File: config.mk
export PLATFORM = sky130hd
export DESIGN_NAME = arm_control_unit
export DESIGN_NICKNAME = d
export VERILOG_FILES = /design/src/rtl/arm_cu_pkg.sv /design/src/rtl/arm_control_unit_cond_check.sv /design/src/rtl/arm_control_unit.sv
export SDC_FILE = /design/constraint.sdc
export NUM_CORES = 1
export LEC_CHECK = 0
export CAP_MARGIN = 20
export CORE_UTILIZATION = 42
export DETAILED_ROUTE_END_ITERATION = 10
export PLACE_DENSITY = 0.9
export SLEW_MARGIN = 30
export SYNTH_ARGS = -nofsm -noshare
export SYNTH_HDL_FRONTEND = slang
export SYNTH_SLANG_ARGS = --single-unit
File: constraint.sdc
create_clock -name CLK -period 3.2 [get_ports CLK]
set_input_delay 0.8 -clock CLK [delete_from_list [all_inputs] [get_ports CLK]]
set_output_delay 0.8 -clock CLK [all_outputs]
set_load 0.005 [all_outputs]
File: src/rtl/arm_cu_pkg.sv
// Shared definitions for the ARM-subset hardwired control unit.
// Holds the FSM state enum, the registered control-word layout, ALU opcodes,
// datapath select codes and condition-code encodings.
package arm_cu_pkg;

  typedef enum logic [3:0] {
    ST_RST,
    ST_F1,
    ST_F2,
    ST_F3,
    ST_DEC,
    ST_DP,
    ST_LSA,
    ST_LSM,
    ST_LSW,
    ST_BL,
    ST_BR
  } state_t;

  // Every datapath control line, registered together as one word.
  typedef struct packed {
    logic [1:0] dss;
    logic [1:0] wra;
    logic [1:0] sra;
    logic [1:0] srb;
    logic [1:0] sise;
    logic [1:0] salub;
    logic [3:0] alua;
    logic       mfa;
    logic       rw_ram;
    logic       salu;
    logic       rf_rw;
    logic       ssab;
    logic       ssop;
    logic       sma;
    logic       sta;
    logic       mar_en;
    logic       sr_en;
    logic       mdr_en;
    logic       ir_en;
    logic       sht_en;
    logic       ise_en;
    logic       sgn_en;
    logic       clr;
  } ctrl_t;

  // ALU opcodes (ARM data-processing encoding)
  localparam logic [3:0] ALU_AND = 4'b0000;
  localparam logic [3:0] ALU_EOR = 4'b0001;
  localparam logic [3:0] ALU_SUB = 4'b0010;
  localparam logic [3:0] ALU_RSB = 4'b0011;
  localparam logic [3:0] ALU_ADD = 4'b0100;
  localparam logic [3:0] ALU_CMP = 4'b1010;
  localparam logic [3:0] ALU_MOV = 4'b1101;

  // Register-file write-data source
  localparam logic [1:0] DSS_ALU = 2'b00;
  localparam logic [1:0] DSS_MDR = 2'b01;
  localparam logic [1:0] DSS_PA  = 2'b10;

  // Write-register select
  localparam logic [1:0] WRA_RD = 2'b00;
  localparam logic [1:0] WRA_RN = 2'b01;
  localparam logic [1:0] WRA_PC = 2'b10;
  localparam logic [1:0] WRA_LR = 2'b11;

  // Port-A register select
  localparam logic [1:0] SRA_RN = 2'b00;
  localparam logic [1:0] SRA_RD = 2'b01;
  localparam logic [1:0] SRA_PC = 2'b10;
  localparam logic [1:0] SRA_RM = 2'b11;

  // Port-B register select
  localparam logic [1:0] SRB_RM = 2'b00;
  localparam logic [1:0] SRB_RD = 2'b01;
  localparam logic [1:0] SRB_PC = 2'b10;
  localparam logic [1:0] SRB_RS = 2'b11;

  // Extender mode
  localparam logic [1:0] SISE_IMM8ROT = 2'b00;
  localparam logic [1:0] SISE_SHREG   = 2'b01;
  localparam logic [1:0] SISE_IMM12   = 2'b10;
  localparam logic [1:0] SISE_IMM24   = 2'b11;

  // ALU B operand source
  localparam logic [1:0] SALUB_PB   = 2'b00;
  localparam logic [1:0] SALUB_ISE  = 2'b01;
  localparam logic [1:0] SALUB_FOUR = 2'b10;
  localparam logic [1:0] SALUB_MDR  = 2'b11;

  // Condition codes
  localparam logic [3:0] COND_EQ = 4'h0;
  localparam logic [3:0] COND_NE = 4'h1;
  localparam logic [3:0] COND_CS = 4'h2;
  localparam logic [3:0] COND_CC = 4'h3;
  localparam logic [3:0] COND_MI = 4'h4;
  localparam logic [3:0] COND_PL = 4'h5;
  localparam logic [3:0] COND_VS = 4'h6;
  localparam logic [3:0] COND_VC = 4'h7;
  localparam logic [3:0] COND_HI = 4'h8;
  localparam logic [3:0] COND_LS = 4'h9;
  localparam logic [3:0] COND_GE = 4'hA;
  localparam logic [3:0] COND_LT = 4'hB;
  localparam logic [3:0] COND_GT = 4'hC;
  localparam logic [3:0] COND_LE = 4'hD;
  localparam logic [3:0] COND_AL = 4'hE;
  localparam logic [3:0] COND_NV = 4'hF;

endpackage

File: src/rtl/arm_control_unit_cond_check.sv
// Combinational ARM condition evaluator.
// Ports: cond (IR[31:28]), flags ({N,Z,C}); pass = 1 when the instruction executes.
// V is not tracked, so it is taken as 0; NV never executes.
module cond_check
  import arm_cu_pkg::*;
(
  input  logic [3:0] cond,
  input  logic [2:0] flags,
  output logic       pass
);

  logic n, z, c;
  assign n = flags[2];
  assign z = flags[1];
  assign c = flags[0];

  always_comb begin
    pass = 1'b0;
    case (cond)
      COND_EQ: pass = z;
      COND_NE: pass = ~z;
      COND_CS: pass = c;
      COND_CC: pass = ~c;
      COND_MI: pass = n;
      COND_PL: pass = ~n;
      COND_VS: pass = 1'b0;
      COND_VC: pass = 1'b1;
      COND_HI: pass = c & ~z;
      COND_LS: pass = ~c | z;
      COND_GE: pass = ~n;       // N == V with V = 0
      COND_LT: pass = n;
      COND_GT: pass = ~z & ~n;
      COND_LE: pass = z | n;
      COND_AL: pass = 1'b1;
      default: pass = 1'b0;     // NV
    endcase
  end

endmodule

File: src/rtl/arm_control_unit.sv
// Hardwired FSM control unit for the ARM-subset datapath.
// Inputs: CLK, RESET (sync, active-high), IR_Out (instruction), MFC (memory
// done), Flags ({N,Z,C}). Outputs: register/ALU/extender selects, memory
// handshake (MFA, RW_RAM), load/enable strobes and CLR, all registered.
module arm_control_unit (
  input  logic        CLK,
  input  logic        RESET,
  input  logic [31:0] IR_Out,
  input  logic        MFC,
  input  logic [2:0]  Flags,
  output logic [1:0]  DSS,
  output logic [1:0]  WRA,
  output logic [1:0]  SRA,
  output logic [1:0]  SRB,
  output logic [1:0]  SISE,
  output logic [1:0]  SALUB,
  output logic [3:0]  ALUA,
  output logic        MFA,
  output logic        RW_RAM,
  output logic        SALU,
  output logic        RF_RW,
  output logic        SSAB,
  output logic        SSOP,
  output logic        SMA,
  output logic        STA,
  output logic        MAR_EN,
  output logic        SR_EN,
  output logic        MDR_EN,
  output logic        IR_EN,
  output logic        SHT_EN,
  output logic        ISE_EN,
  output logic        SGN_EN,
  output logic        CLR
);

  import arm_cu_pkg::*;

  state_t state, next_state;
  ctrl_t  ctrl, next_ctrl;
  logic   cond_pass;
  logic   unused_ir_bits;

  assign unused_ir_bits = ^{IR_Out[19:5], IR_Out[3:0]};

  cond_check u_cond_check (
    .cond  (IR_Out[31:28]),
    .flags (Flags),
    .pass  (cond_pass)
  );

  always_comb begin
    next_state = state;
    case (state)
      ST_RST: next_state = ST_F1;
      ST_F1:  next_state = ST_F2;
      ST_F2:  if (MFC) next_state = ST_F3;
      ST_F3:  next_state = ST_DEC;
      ST_DEC: begin
        if (!cond_pass)                  next_state = ST_F1;
        else if (IR_Out[27:26] == 2'b00) next_state = ST_DP;
        else if (IR_Out[27:26] == 2'b01) next_state = ST_LSA;
        else if (IR_Out[27:25] == 3'b101) next_state = IR_Out[24] ? ST_BL : ST_BR;
        else                             next_state = ST_F1;
      end
      ST_DP:  next_state = ST_F1;
      ST_LSA: next_state = ST_LSM;
      ST_LSM: if (MFC) next_state = IR_Out[20] ? ST_LSW : ST_F1;
      ST_LSW: next_state = ST_F1;
      ST_BL:  next_state = ST_BR;
      ST_BR:  next_state = ST_F1;
      default: next_state = ST_RST;
    endcase
  end

  // Outputs are decoded from the state being entered and registered with it,
  // so they are Moore outputs of the current state without a decode delay.
  always_comb begin
    next_ctrl = '0;
    case (next_state)
      ST_RST: next_ctrl.clr = 1'b1;
      ST_F1: begin
        next_ctrl.sra    = SRA_PC;
        next_ctrl.sma    = 1'b1;
        next_ctrl.mar_en = 1'b1;
      end
      ST_F2: begin
        next_ctrl.mfa    = 1'b1;
        next_ctrl.rw_ram = 1'b1;
        next_ctrl.mdr_en = 1'b1;
        next_ctrl.ir_en  = 1'b1;
      end
      ST_F3: begin
        next_ctrl.sra   = SRA_PC;
        next_ctrl.salub = SALUB_FOUR;
        next_ctrl.alua  = ALU_ADD;
        next_ctrl.wra   = WRA_PC;
        next_ctrl.rf_rw = 1'b1;
      end
      ST_DEC: begin
        next_ctrl.ise_en = 1'b1;
        next_ctrl.sht_en = 1'b1;
        next_ctrl.ssab   = IR_Out[4];
        next_ctrl.ssop   = IR_Out[25];
        if (IR_Out[27:26] == 2'b00)
          next_ctrl.sise = IR_Out[25] ? SISE_IMM8ROT : SISE_SHREG;
        else if (IR_Out[27:26] == 2'b01)
          next_ctrl.sise = IR_Out[25] ? SISE_SHREG : SISE_IMM12;
        else if (IR_Out[27:25] == 3'b101)
          next_ctrl.sise = SISE_IMM24;
        next_ctrl.sgn_en = (IR_Out[27:25] == 3'b101);
      end
      ST_DP: begin
        next_ctrl.salub = SALUB_ISE;
        next_ctrl.sise  = IR_Out[25] ? SISE_IMM8ROT : SISE_SHREG;
        next_ctrl.alua  = IR_Out[24:21];
        next_ctrl.rf_rw = (IR_Out[24:23] != 2'b10);  // compare/test ops only set flags
        next_ctrl.sr_en = IR_Out[20];
      end
      ST_LSA: begin
        next_ctrl.salub  = SALUB_ISE;
        next_ctrl.sise   = IR_Out[25] ? SISE_SHREG : SISE_IMM12;
        next_ctrl.alua   = IR_Out[23] ? ALU_ADD : ALU_SUB;
        next_ctrl.mar_en = 1'b1;
        if (!IR_Out[20]) begin
          next_ctrl.srb    = SRB_RD;
          next_ctrl.sta    = 1'b1;
          next_ctrl.mdr_en = 1'b1;
        end
      end
      ST_LSM: begin
        next_ctrl.mfa    = 1'b1;
        next_ctrl.rw_ram = IR_Out[20];
        next_ctrl.mdr_en = IR_Out[20];
      end
      ST_LSW: begin
        next_ctrl.dss   = DSS_MDR;
        next_ctrl.rf_rw = 1'b1;
      end
      ST_BL: begin
        next_ctrl.sra   = SRA_PC;
        next_ctrl.dss   = DSS_PA;
        next_ctrl.wra   = WRA_LR;
        next_ctrl.rf_rw = 1'b1;
      end
      ST_BR: begin
        next_ctrl.sra    = SRA_PC;
        next_ctrl.salub  = SALUB_ISE;
        next_ctrl.sise   = SISE_IMM24;
        next_ctrl.sgn_en = 1'b1;
        next_ctrl.alua   = ALU_ADD;
        next_ctrl.wra    = WRA_PC;
        next_ctrl.rf_rw  = 1'b1;
      end
      default: next_ctrl = '0;
    endcase
  end

  always_ff @(posedge CLK) begin
    if (RESET) begin
      state    <= ST_RST;
      ctrl     <= '0;
      ctrl.clr <= 1'b1;
    end else begin
      state <= next_state;
      ctrl  <= next_ctrl;
    end
  end

  assign DSS    = ctrl.dss;
  assign WRA    = ctrl.wra;
  assign SRA    = ctrl.sra;
  assign SRB    = ctrl.srb;
  assign SISE   = ctrl.sise;
  assign SALUB  = ctrl.salub;
  assign ALUA   = ctrl.alua;
  assign MFA    = ctrl.mfa;
  assign RW_RAM = ctrl.rw_ram;
  assign SALU   = ctrl.salu;
  assign RF_RW  = ctrl.rf_rw;
  assign SSAB   = ctrl.ssab;
  assign SSOP   = ctrl.ssop;
  assign SMA    = ctrl.sma;
  assign STA    = ctrl.sta;
  assign MAR_EN = ctrl.mar_en;
  assign SR_EN  = ctrl.sr_en;
  assign MDR_EN = ctrl.mdr_en;
  assign IR_EN  = ctrl.ir_en;
  assign SHT_EN = ctrl.sht_en;
  assign ISE_EN = ctrl.ise_en;
  assign SGN_EN = ctrl.sgn_en;
  assign CLR    = ctrl.clr;

endmodule

==> results by group, run 1 <==
Status
  • Outcome: completed

Layout
  • Layout cell share with drive strength beyond 1: 0.123
  • Count of inserted antenna diode cells: 0
  • Final instance area: roughly 0.0022 mm²
  • Area growth, synth to finish: 35.5%
  • Nets: 281
  • Fillers: approximately 330
  • Final Non-Filler Cells: 292
  • Fin util: 0.602

STA
  • Min Tclk post-route: between 2 and 3 ns
  • Final worst slack: approximately 0.25 ns
  • Measured slew at the worst slew-check pin: about 0.60 ns
  • Setup-failing EPs final: 0
  • Setup Skew: approximately 0.0040 ns
  • Rel. slew slack: 0.599
  • Fmax: roughly 340 MHz
  • Unrepaired setup endpoints after global routing: no
  • Final Hold Fails: 0
  • Final Max Tran Viols: 0
  • Tcrit/Tclk final: 0.921

Clocking
  • Clk pin slew, worst setup/hold paths: approximately 0.06 ns
  • Inserted Clock Buffers: 5
  • Clk Latency, worst-skew pair: ~0.28 ns
  • Post-CTS Setup Bufs: 0
  • H-tree levels: 2
  • CTS root buf: clkbuf_8
  • Cts hold-fix bufs: 0
  • Clock Path Buffers: 2
  • Post_cts resized: 0
  • CTS tree: done
  • Sink Count: 30

Power
  • Power, Total: about 930 µW
  • Pwr Density: between 400 and 500 mW/mm²
  • VDD IR max: around 0.14 mV
  • Sw Pwr: 261 µW
  • Combinational share of power: 0.232
  • Flop pwr share: 0.438
  • Leakage power: ~0.00085 µW
  • Pint: between 600 and 700 µW
  • Clock group share of total power: 0.330
  • Sw frac: 0.279

Place
  • Hpwl dp: 2950 µm
  • IO buf count: 47
  • Cells after DPL: ~280
  • Placed Area: between 0.002 and 0.0025 mm²
  • RePlAce Congestion: about 0.89
  • Pre-CTS setup slack: -0.0105 ns

Floorplanning
  • Core area: ~0.0037 mm²
  • Die area: between 0.004 and 0.005 mm²
  • Die width: 64.7 µm
  • Std-Cell Rows: 22
  • Ports: 70
  • Die Span Y: around 65 µm
  • Initial Utilization: 0.444

Detailed routing
  • Post-route ant nets: 0
  • Via density: between 5 and 6
  • DRT iter0 DRCs: 95
  • Via count: 1,642
  • DRT Wirelength: roughly 3900 µm
  • DRC viols: 0
  • Router iterations before antenna repair: 4
  • Drt wl/cell: roughly 13 µm

Synthesis
  • Avg Cell Area, Syn: 8.38 µm²
  • Post-synthesis sequential area ratio: 0.364
  • Number of synthesized register bits: 30
  • Post-synth cell types: 62
  • Post-synth EDFFs: 0
  • Gate count after technology mapping: ~200
  • Async SR Flop Fraction: 0
  • Commonest register cell after synthesis: dfxtp_1
  • Yosys warns: 0
  • Cell Area, Synth: 0.00165 mm²

Critical path
  • CP max FO: 7
  • CP Cell Sequence: clkdlybuf4s50_1 > mux2_4 > a221o_1 > o211ai_1 > o211ai_2 > or4_4 > nand3_2
  • Top delay family on crit path: compound AO/OA/AOI/OAI gates
  • Critical path buffers and inverters: 1
  • Startpoint types: primary input
  • Critical-path top delay cell: or4_4
  • Worst EP arrival: about 3.2 ns
  • CP endpoint kind: flip-flop
  • Critical path class: primary input to flip-flop
  • CP max stage delay: just over 0.6 ns
  • WP data required: 3.43 ns

Global routing
  • First-pass GRT wire length: around 6500 µm
  • Largest net degree at the start of global routing: 17
  • Total track usage: 0.201
  • Gr ovfl total: 0
  • Vias in the first global route: 1,445
  • Antenna violations before repair: 0

Flow run
  • Max-Cap Viols: 0

Min path
  • Min-Delay Path Class: flip-flop to flip-flop
-- sequential cells by signal, indices dropped and copies added, names as in the netlist, 2 cells and up --
register and cells:
SISE 2, state 4, ALUA 4, SALUB 2, WRA 2
-- worst min-delay path, delay by kind of cell, from the launching register on --
kind | cells | cell delay, ns
AO/OA/AOI/OAI | 1 | 0.09
buffers and inverters | 1 | 0.11
flip-flops | 1 | 0.34
-- layer usage --
layer	vias up	track usage	wire, µm
li1	800	-	-
met1	739	0.230	1600
met2	90	0.341	1890
met3	13	0.0493	334
met4	0	0.106	106
met5	-	0	0
-- power groups by stage --
stage / Sequential, µW / Clock [µW] / Combinational, µW
2_1_floorplan: 410 / 0 / 130
3_3_place_gp: 417 / 0 / 207
3_5_place_dp: 417 / 0 / 212
4_1_cts: 409 / 314 / 214
5_1_grt: 412 / 328 / 235
6_report: 409 / 309 / 216
-- synthesized netlist by cell type (all sizes together) (2+ instances only) --
cell / instances / area, µm²
o211ai: 7 / 62.6
clkbuf: 7 / 26.3
xor2: 2 / 17.5
a211oi: 3 / 27.5
and3: 4 / 25.0
o22ai: 2 / 26.3
nand3b: 3 / 22.5
and2: 3 / 18.8
buf: 10 / 73.8
a21oi: 10 / 50.1
nand3: 9 / 50.1
nand2: 14 / 52.6
nor2b: 3 / 18.8
nand4: 3 / 18.8
nor3: 7 / 35.0
nand2b: 8 / 50.1
nor3b: 2 / 15.0
inv: 9 / 33.8
nor2: 17 / 66.3
a31oi: 4 / 31.3
o21ai: 9 / 48.8
a21boi: 3 / 22.5
dfxtp: 30 / 601
a31o: 2 / 17.5
-- cells by family after synthesis --
logic type             share of synthesized area
multiplexers                             0.00909
flip-flops                                 0.364
AO/OA/AOI/OAI                              0.253
other                                    0.00227
AND/OR/NAND/NOR                            0.280
XOR/XNOR                                  0.0106
buffers and inverters                     0.0811
-- cell type report --
cell class / instances / area [µm²] / area share
multi-input combinational: 143 / 925 / 0.413
sequential: 30 / 601 / 0.268
timing repair buffer: 54 / 523 / 0.234
clock buffer: 6 / 82.6 / 0.0369
tap: 48 / 60.1 / 0.0268
inverter: 9 / 33.8 / 0.0151
clock inverter: 2 / 12.5 / 0.00559
-- path summary, 6_finish.rpt --
kind / start / to / slack [ns] / cells past startpoint
worst max register to register: state[2] / SISE[0] / 0.68 / 7
worst min-delay path: state[3] / CLR / 0.59 / 2
worst min register to register: state[3] / CLR / 0.59 / 2
worst max-delay path: IR_Out[30] / MDR_EN / 0.25 / 7
-- through the flow --
step / TNS (ns) / hold slack [ns]
2_1_floorplan: 0 / 0.527
3_3_place_gp: 0 / 0.579
3_5_place_dp: -0.0105 / 0.582
4_1_cts: 0 / 0.590
5_1_grt: 0 / 0.657
6_report: 0 / 0.590
-- cells in the final DEF (no fill, tap or decap), types with 4 or more instances in the layout --
cell,count
clkdlybuf4s50_1,47
inv_1,9
nand2_1,14
and3_1,4
nand2b_1,8
clkbuf_8,6
nor2_1,16
a21oi_1,10
buf_4,7
nand3_1,8
dfxtp_1,30
o211ai_1,5
nor3_1,7
o21ai_0,5
No activity file was read; power rests on OpenSTA's default activity.
==> run 2: changes to the inputs <==
--- a/config.mk
+++ b/config.mk
@@ -8,6 +8,7 @@
 export CAP_MARGIN = 20
 export CORE_UTILIZATION = 42
 export DETAILED_ROUTE_END_ITERATION = 10
+export GPL_ROUTABILITY_DRIVEN = 0
 export PLACE_DENSITY = 0.9
 export SLEW_MARGIN = 30
 export SYNTH_ARGS = -nofsm -noshare
==> results of run 2 <==
Final layout, timing and power as in run 1 (identical DEF).
